$ cat src/rtl/ram_bist_march.sv
// March C- BIST controller for one single-port RAM wrapper; compare pipeline captures the first failure.
// Optional BIST_CHECKERBOARD_EN appends a second March C- pass on an address-parity checkerboard background.
module ram_bist_march #(
  parameter int          WORDS = 1024,
  parameter int          AW    = 10,
  parameter int          DW    = 32,
  parameter logic [15:0] TRM   = 16'h0000
) (
  input  logic          clk,
  input  logic          reset,
  input  logic          start,
  output logic          busy,
  output logic          done,
  output logic          fail,
  output logic [AW-1:0] fail_addr,
  output logic [2:0]    fail_elem,
`ifdef BIST_CHECKERBOARD_EN
  output logic          fail_pass2,
`endif
  output logic          cmbist,
  output logic          ramclk,
  output logic          ramcen,
  output logic          ramgwen,
  output logic [DW-1:0] ramwen,
  output logic [AW-1:0] ramaddr,
  output logic [DW-1:0] ramwdata,
  input  logic [DW-1:0] ramrdata,
  output logic [15:0]   ramtrm
);

  localparam logic [AW-1:0] TOP = AW'(WORDS - 1);

  typedef enum logic [1:0] {ST_IDLE, ST_RUN, ST_DRAIN, ST_DONE} state_t;

  state_t          r_state, w_state_nxt;
  logic [2:0]      r_elem, w_nxt_elem;
  logic [AW-1:0]   r_addr, w_nxt_addr;
  logic            r_ph, w_nxt_ph;
  logic            r_pass, w_nxt_pass;
  logic            w_issue, w_last, w_down, w_addr_end, w_wr, w_bgv;
  logic [DW-1:0]   w_bg;
  logic            vld_p0, vld_p1;
  logic [DW-1:0]   r_exp_p0, r_exp_p1;
  logic [AW-1:0]   r_addr_p0, r_addr_p1;
  logic [2:0]      r_elem_p0, r_elem_p1;
`ifdef BIST_CHECKERBOARD_EN
  logic            r_pass_p0, r_pass_p1;
`endif

  // Pass 0 is solid 0/1; pass 1 is 0101.. flipped on odd addresses.
  function automatic logic [DW-1:0] f_bg(input logic v, input logic a0, input logic pass);
    logic [DW-1:0] p;
    for (int i = 0; i < DW; i++) p[i] = (i % 2 == 0);
    if (!pass) p = '0;
    else       p = p ^ {DW{a0}};
    return v ? ~p : p;
  endfunction

  assign ramclk = clk;
  assign ramtrm = TRM;

  always_ff @(posedge clk) begin
    if (reset) r_state <= ST_IDLE;
    else       r_state <= w_state_nxt;
  end

  always_comb begin
    w_state_nxt = r_state;
    case (r_state)
      ST_IDLE:  if (start) w_state_nxt = ST_RUN;
      ST_RUN:   if (w_last) w_state_nxt = ST_DRAIN;
      ST_DRAIN: w_state_nxt = ST_DONE;
      default:  w_state_nxt = ST_IDLE;
    endcase
  end

  always_comb begin
    busy   = (r_state == ST_RUN) || (r_state == ST_DRAIN);
    cmbist = busy;
  end

  // Sequencer: (r_elem, r_addr, r_ph, r_pass) is the operation currently on the RAM pins.
  always_comb begin
    w_down     = (r_elem == 3'd3) || (r_elem == 3'd4);
    w_addr_end = w_down ? (r_addr == '0) : (r_addr == TOP);
`ifdef BIST_CHECKERBOARD_EN
    w_last     = (r_elem == 3'd5) && (r_addr == TOP) && r_pass;
`else
    w_last     = (r_elem == 3'd5) && (r_addr == TOP);
`endif
    w_issue    = 1'b0;
    w_nxt_elem = r_elem;
    w_nxt_addr = r_addr;
    w_nxt_ph   = r_ph;
    w_nxt_pass = r_pass;
    if (r_state == ST_IDLE && start) begin
      w_issue    = 1'b1;
      w_nxt_elem = 3'd0;
      w_nxt_addr = '0;
      w_nxt_ph   = 1'b0;
      w_nxt_pass = 1'b0;
    end else if (r_state == ST_RUN && !w_last) begin
      w_issue = 1'b1;
      if (r_elem >= 3'd1 && r_elem <= 3'd4 && !r_ph) begin
        w_nxt_ph = 1'b1;
      end else begin
        w_nxt_ph = 1'b0;
        if (w_addr_end) begin
          if (r_elem == 3'd5) begin
            w_nxt_elem = 3'd0;
            w_nxt_addr = '0;
            w_nxt_pass = 1'b1;
          end else begin
            w_nxt_elem = r_elem + 3'd1;
            w_nxt_addr = (r_elem == 3'd2 || r_elem == 3'd3) ? TOP : '0;
          end
        end else begin
          w_nxt_addr = w_down ? r_addr - 1'b1 : r_addr + 1'b1;
        end
      end
    end
    w_wr  = (w_nxt_elem == 3'd0) || w_nxt_ph;
    w_bgv = w_wr ? (w_nxt_elem == 3'd1 || w_nxt_elem == 3'd3)
                 : (w_nxt_elem == 3'd2 || w_nxt_elem == 3'd4);
    w_bg  = f_bg(w_bgv, w_nxt_addr[0], w_nxt_pass);
  end

  // Stage p0: operation registered onto the RAM pins
  always_ff @(posedge clk) begin
    if (reset) begin
      r_elem   <= '0;
      r_addr   <= '0;
      r_ph     <= 1'b0;
      r_pass   <= 1'b0;
      ramcen   <= 1'b1;
      ramgwen  <= 1'b1;
      ramwen   <= '1;
      ramaddr  <= '0;
      ramwdata <= '0;
      vld_p0   <= 1'b0;
      vld_p1   <= 1'b0;
    end else begin
      vld_p0 <= w_issue && !w_wr;
      vld_p1 <= vld_p0;
      if (w_issue) begin
        r_elem  <= w_nxt_elem;
        r_addr  <= w_nxt_addr;
        r_ph    <= w_nxt_ph;
        r_pass  <= w_nxt_pass;
        ramcen  <= 1'b0;
        ramgwen <= !w_wr;
        ramwen  <= {DW{!w_wr}};
        ramaddr <= w_nxt_addr;
        if (w_wr) ramwdata <= w_bg;
      end else begin
        ramcen  <= 1'b1;
        ramgwen <= 1'b1;
        ramwen  <= '1;
      end
    end
  end

  always_ff @(posedge clk) begin
    r_exp_p0  <= w_bg;
    r_addr_p0 <= w_nxt_addr;
    r_elem_p0 <= w_nxt_elem;
`ifdef BIST_CHECKERBOARD_EN
    r_pass_p0 <= w_nxt_pass;
`endif
  end

  // Stage p1: RAM has sampled the read; data arrives for the compare below
  always_ff @(posedge clk) begin
    r_exp_p1  <= r_exp_p0;
    r_addr_p1 <= r_addr_p0;
    r_elem_p1 <= r_elem_p0;
`ifdef BIST_CHECKERBOARD_EN
    r_pass_p1 <= r_pass_p0;
`endif
  end

  // Stage p2: compare and sticky result capture
  always_ff @(posedge clk) begin
    if (reset) begin
      done      <= 1'b0;
      fail      <= 1'b0;
      fail_addr <= '0;
      fail_elem <= '0;
`ifdef BIST_CHECKERBOARD_EN
      fail_pass2 <= 1'b0;
`endif
    end else if (r_state == ST_IDLE && start) begin
      done      <= 1'b0;
      fail      <= 1'b0;
      fail_addr <= '0;
      fail_elem <= '0;
`ifdef BIST_CHECKERBOARD_EN
      fail_pass2 <= 1'b0;
`endif
    end else begin
      if (r_state == ST_DRAIN) done <= 1'b1;
      if (vld_p1 && (ramrdata != r_exp_p1)) begin
        if (!fail) begin
          fail      <= 1'b1;
          fail_addr <= r_addr_p1;
          fail_elem <= r_elem_p1;
        end
`ifdef BIST_CHECKERBOARD_EN
        if (r_pass_p1) fail_pass2 <= 1'b1;
`endif
      end
    end
  end

endmodule

$ cat config.mk
export PLATFORM = sky130hd
export DESIGN_NAME = ram_bist_march
export DESIGN_NICKNAME = d
export VERILOG_FILES = /design/src/rtl/ram_bist_march.sv
export SDC_FILE = /design/constraint.sdc
export NUM_CORES = 1
export LEC_CHECK = 0
export ABC_AREA = 1
export CORE_ASPECT_RATIO = 1.5
export CORE_UTILIZATION = 40
export DETAILED_ROUTE_END_ITERATION = 8
export PLACE_DENSITY = 0.74
export SYNTH_ARGS = -nofsm -noshare
export SYNTH_HDL_FRONTEND = slang
export SYNTH_SLANG_ARGS = --single-unit
$ cat constraint.sdc
create_clock -name clk -period 3.1 [get_ports clk]
set_clock_uncertainty 0.1 [all_clocks]
set_input_delay 0.62 -clock clk [delete_from_list [all_inputs] [get_ports clk]]
set_output_delay 0.62 -clock clk [all_outputs]
set_load 0.01 [all_outputs]
==> flow_metrics.py <==
metrics = {
    "layout": {
        "drive_gt1_frac": 0.109,
        "multi_input_area_sq_um": 1600,
        "area_growth_pct": 33.8,
        "seq_area_sq_um": 1360,
        "postLayoutCoreUtil": 0.549,
        "instances_no_fill": 692,
        "n_fill_cell": 847,
        "antenna_cells": 0,
        "nets": 625,
    },
    "routing": {
        "postRouteAntennaNets": 0,
        "wirelength_um": 7740,
        "viasPerCell": 4.52,
        "drt_first_pass_iters": 4,
        "vias": 3129,
        "drc": 0,
        "drt_iter0_drc": 71,
        "wl_per_cell_um": 11.2,
    },
    "logic_synthesis": {
        "ys_ff_latch": 68,
        "synth_top_area_cell": "dfxtp_1",
        "avgSynthCellArea_sq_um": 7.54,
        "ys_seq_area_frac": 0.361,
        "synth.top_cell.area_share": 0.361,
        "ys_types": 35,
        "netlist_area_sq_um": 3780,
        "synth_edf_count": 0,
        "synthCells": 501,
        "synthArstFlopShare": 0,
        "synth_warnings": 0,
        "ys.flop_type": "dfxtp_1",
        "yosys-top-cells-area": "dfxtp_1 (36%), buf_4 (16%), nand2_1 (7.6%)",
        "synth.most_common_cell": "buf_4",
        "yosys-top-cells-count": "buf_4 (80), nand2_1 (76), dfxtp_1 (68)",
    },
    "power_and_ir_drop": {
        "p_comb_frac": 0.397,
        "sequentialPowerShare": 0.287,
        "p_sw_frac": 0.315,
        "p_clk_frac": 0.316,
        "p_sw_mw": 1.27,
        "leakagePower_nw": 2.18,
        "powerDensity_nw_per_um2": 800,
        "ir_worst_vdd_v": 0.000434,
        "p_total_mw": 4.04,
        "p_int_mw": 2.77,
    },
    "clock_network": {
        "post_cts_resized": 0,
        "cts_hold_repair.buffers": 0,
        "cts_tree": "built",
        "path_clk_slew_ps": 50,
        "clk_latency_ps": 430,
        "cts_setup_buffers": 0,
    },
    "run_status": {
        "status": "complete, no violations",
    },
    "placement": {
        "detailed_place_hpwl_um": 6050,
        "gp_congestion": 0.879,
        "dp_cells": 674,
        "dp_slack_ps": 381,
        "io_buffers": 128,
    },
    "setup_path": {
        "critPathKind": "clk -> out",
        "worstPathArrival_ps": 2270,
        "crit_path_end_kind": "output pin",
        "start_kind": "clock port",
        "cp_max_fo": 2,
        "cp.required_ps": 2380,
    },
    "grt": {
        "grt_max_degree": 34,
        "grt_pass1_wl_um": 12100,
        "globalRouteOverflowTotal": 0,
        "grt_antenna_before_repair": 0,
        "grt_pass1_vias": 2845,
        "gr-usage-all-layers": 0.160,
    },
    "floorplan": {
        "rows": 43,
        "start_util": 0.410,
        "die_height_um": 121,
        "die-area_sq_um": 9840,
        "fp.dieW_um": 81.3,
        "coreArea_sq_um": 9200,
        "ioPinCount": 145,
    },
    "job": {
        "cap_viol_max_count": 0,
    },
    "sta": {
        "final-hold-violation-count": 0,
        "fin_setup_tns_ps": 0,
        "grt_setup_unrepaired": "false",
        "slew_violations": 0,
        "setup_viol": 0,
        "relSlewSlack": 0.653,
        "setup_slack_ps": 113,
        "worst_pin_slew_ps": 520,
    },
    "min_path": {
        "hold_class": "reg -> reg",
    },
}
power groups by stage:
stage / Clock [mW] / Combinational (mW) / Sequential [mW]
6_report: 1.28 / 1.61 / 1.16
5_1_grt: 1.35 / 1.75 / 1.18
4_1_cts: 1.31 / 1.62 / 1.16
3_5_place_dp: 0.0328 / 1.62 / 1.18
3_3_place_gp: 0.0328 / 1.60 / 1.17
2_1_floorplan: 0.0266 / 1.13 / 1.19
worst max-delay path, stage by stage:
cell	delay (ps)
clkbuf_16	120
clkbuf_16	130
clkdlybuf4s50_1	470
cells by family (layout without fill, tap and decap cells):
| family | after synthesis | after routing | synth area share |
|---|---|---|---|
| fa+ha+maj | 14 | 14 | 0.0484 |
| simple gates | 205 | 205 | 0.261 |
| flops | 68 | 68 | 0.361 |
| xor+xnor | 6 | 6 | 0.0139 |
| other cells | 1 | 16 | 0.000993 |
| compound gates | 57 | 57 | 0.0855 |
| buf+inv | 150 | 214 | 0.230 |
registers in the layout, indices dropped and copies added (netlist names), 2 cells and up:
register and count:
r_exp_p1 2, r_addr_p1 10, r_elem_p1 3, ramwdata 2, r_addr_p0 10, r_addr 10
fail_elem 3, r_exp_p0 2, fail_addr 10, r_elem_p0 3, r_elem 3, r_state 2
routing by layer:
metal,vias up,share of wire,global-route usage
met2,72,0.54,0.294
li1,1643,-,-
met3,10,0.039,0.0271
met4,0,0.022,0.0971
met5,-,0,0
met1,1404,0.40,0.160
final cells by class:
type                            count  share of cell area
Clock buffer                       13              0.0614
Timing Repair Buffer              132               0.259
Clock inverter                      6              0.0176
Multi-Input combinational cell    298               0.317
Sequential cell                    68               0.269
Inverter                           63              0.0478
Tap cell                          112              0.0277
placed cells by master (no fill, tap or decap), types with 2 or more instances in the layout:
cell / n
clkinvlp_4: 2
nand4_1: 4
nor2_1: 46
nor3_1: 13
inv_2: 5
xor2_1: 3
xnor2_1: 3
a21oi_1: 24
dfxtp_1: 68
o21ai_0: 23
nor2_4: 4
conb_1: 16
clkbuf_16: 12
nor2_2: 2
nand3_2: 5
inv_1: 57
nand3_1: 29
buf_4: 5
nand2_4: 3
and3_1: 2
or2_2: 6
nand2_2: 10
clkdlybuf4s50_1: 128
nand2_1: 76
bufinv_16: 2
nor4_1: 4
a31oi_1: 4
ha_1: 13
worst paths after layout:
| check | startpoint | end | slack (ps) | cells past startpoint |
|---|---|---|---|---|
| worst max-delay path | clk | ramclk | 110 | 3 |
| worst min-delay path | r_addr_p0[8]$_DFF_P_ | r_addr_p1[8]$_DFF_P_ | 220 | 0 |
| worst max register to register | r_elem[0]$_SDFFE_PP0N_ | r_addr[9]$_SDFFE_PP0N_ | 430 | 17 |
| worst min register to register | r_addr_p0[8]$_DFF_P_ | r_addr_p1[8]$_DFF_P_ | 220 | 0 |
stage by stage:
| stage | hold WS [ps] | area, sq um |
|---|---|---|
| 5_1_grt | 231 | 5050 |
| 3_3_place_gp | 211 | 4660 |
| 3_5_place_dp | 212 | 4660 |
| 2_1_floorplan | 210 | 3830 |
| 6_report | 223 | 5050 |
| 4_1_cts | 224 | 5050 |
Power figures use the tool's default switching activity.
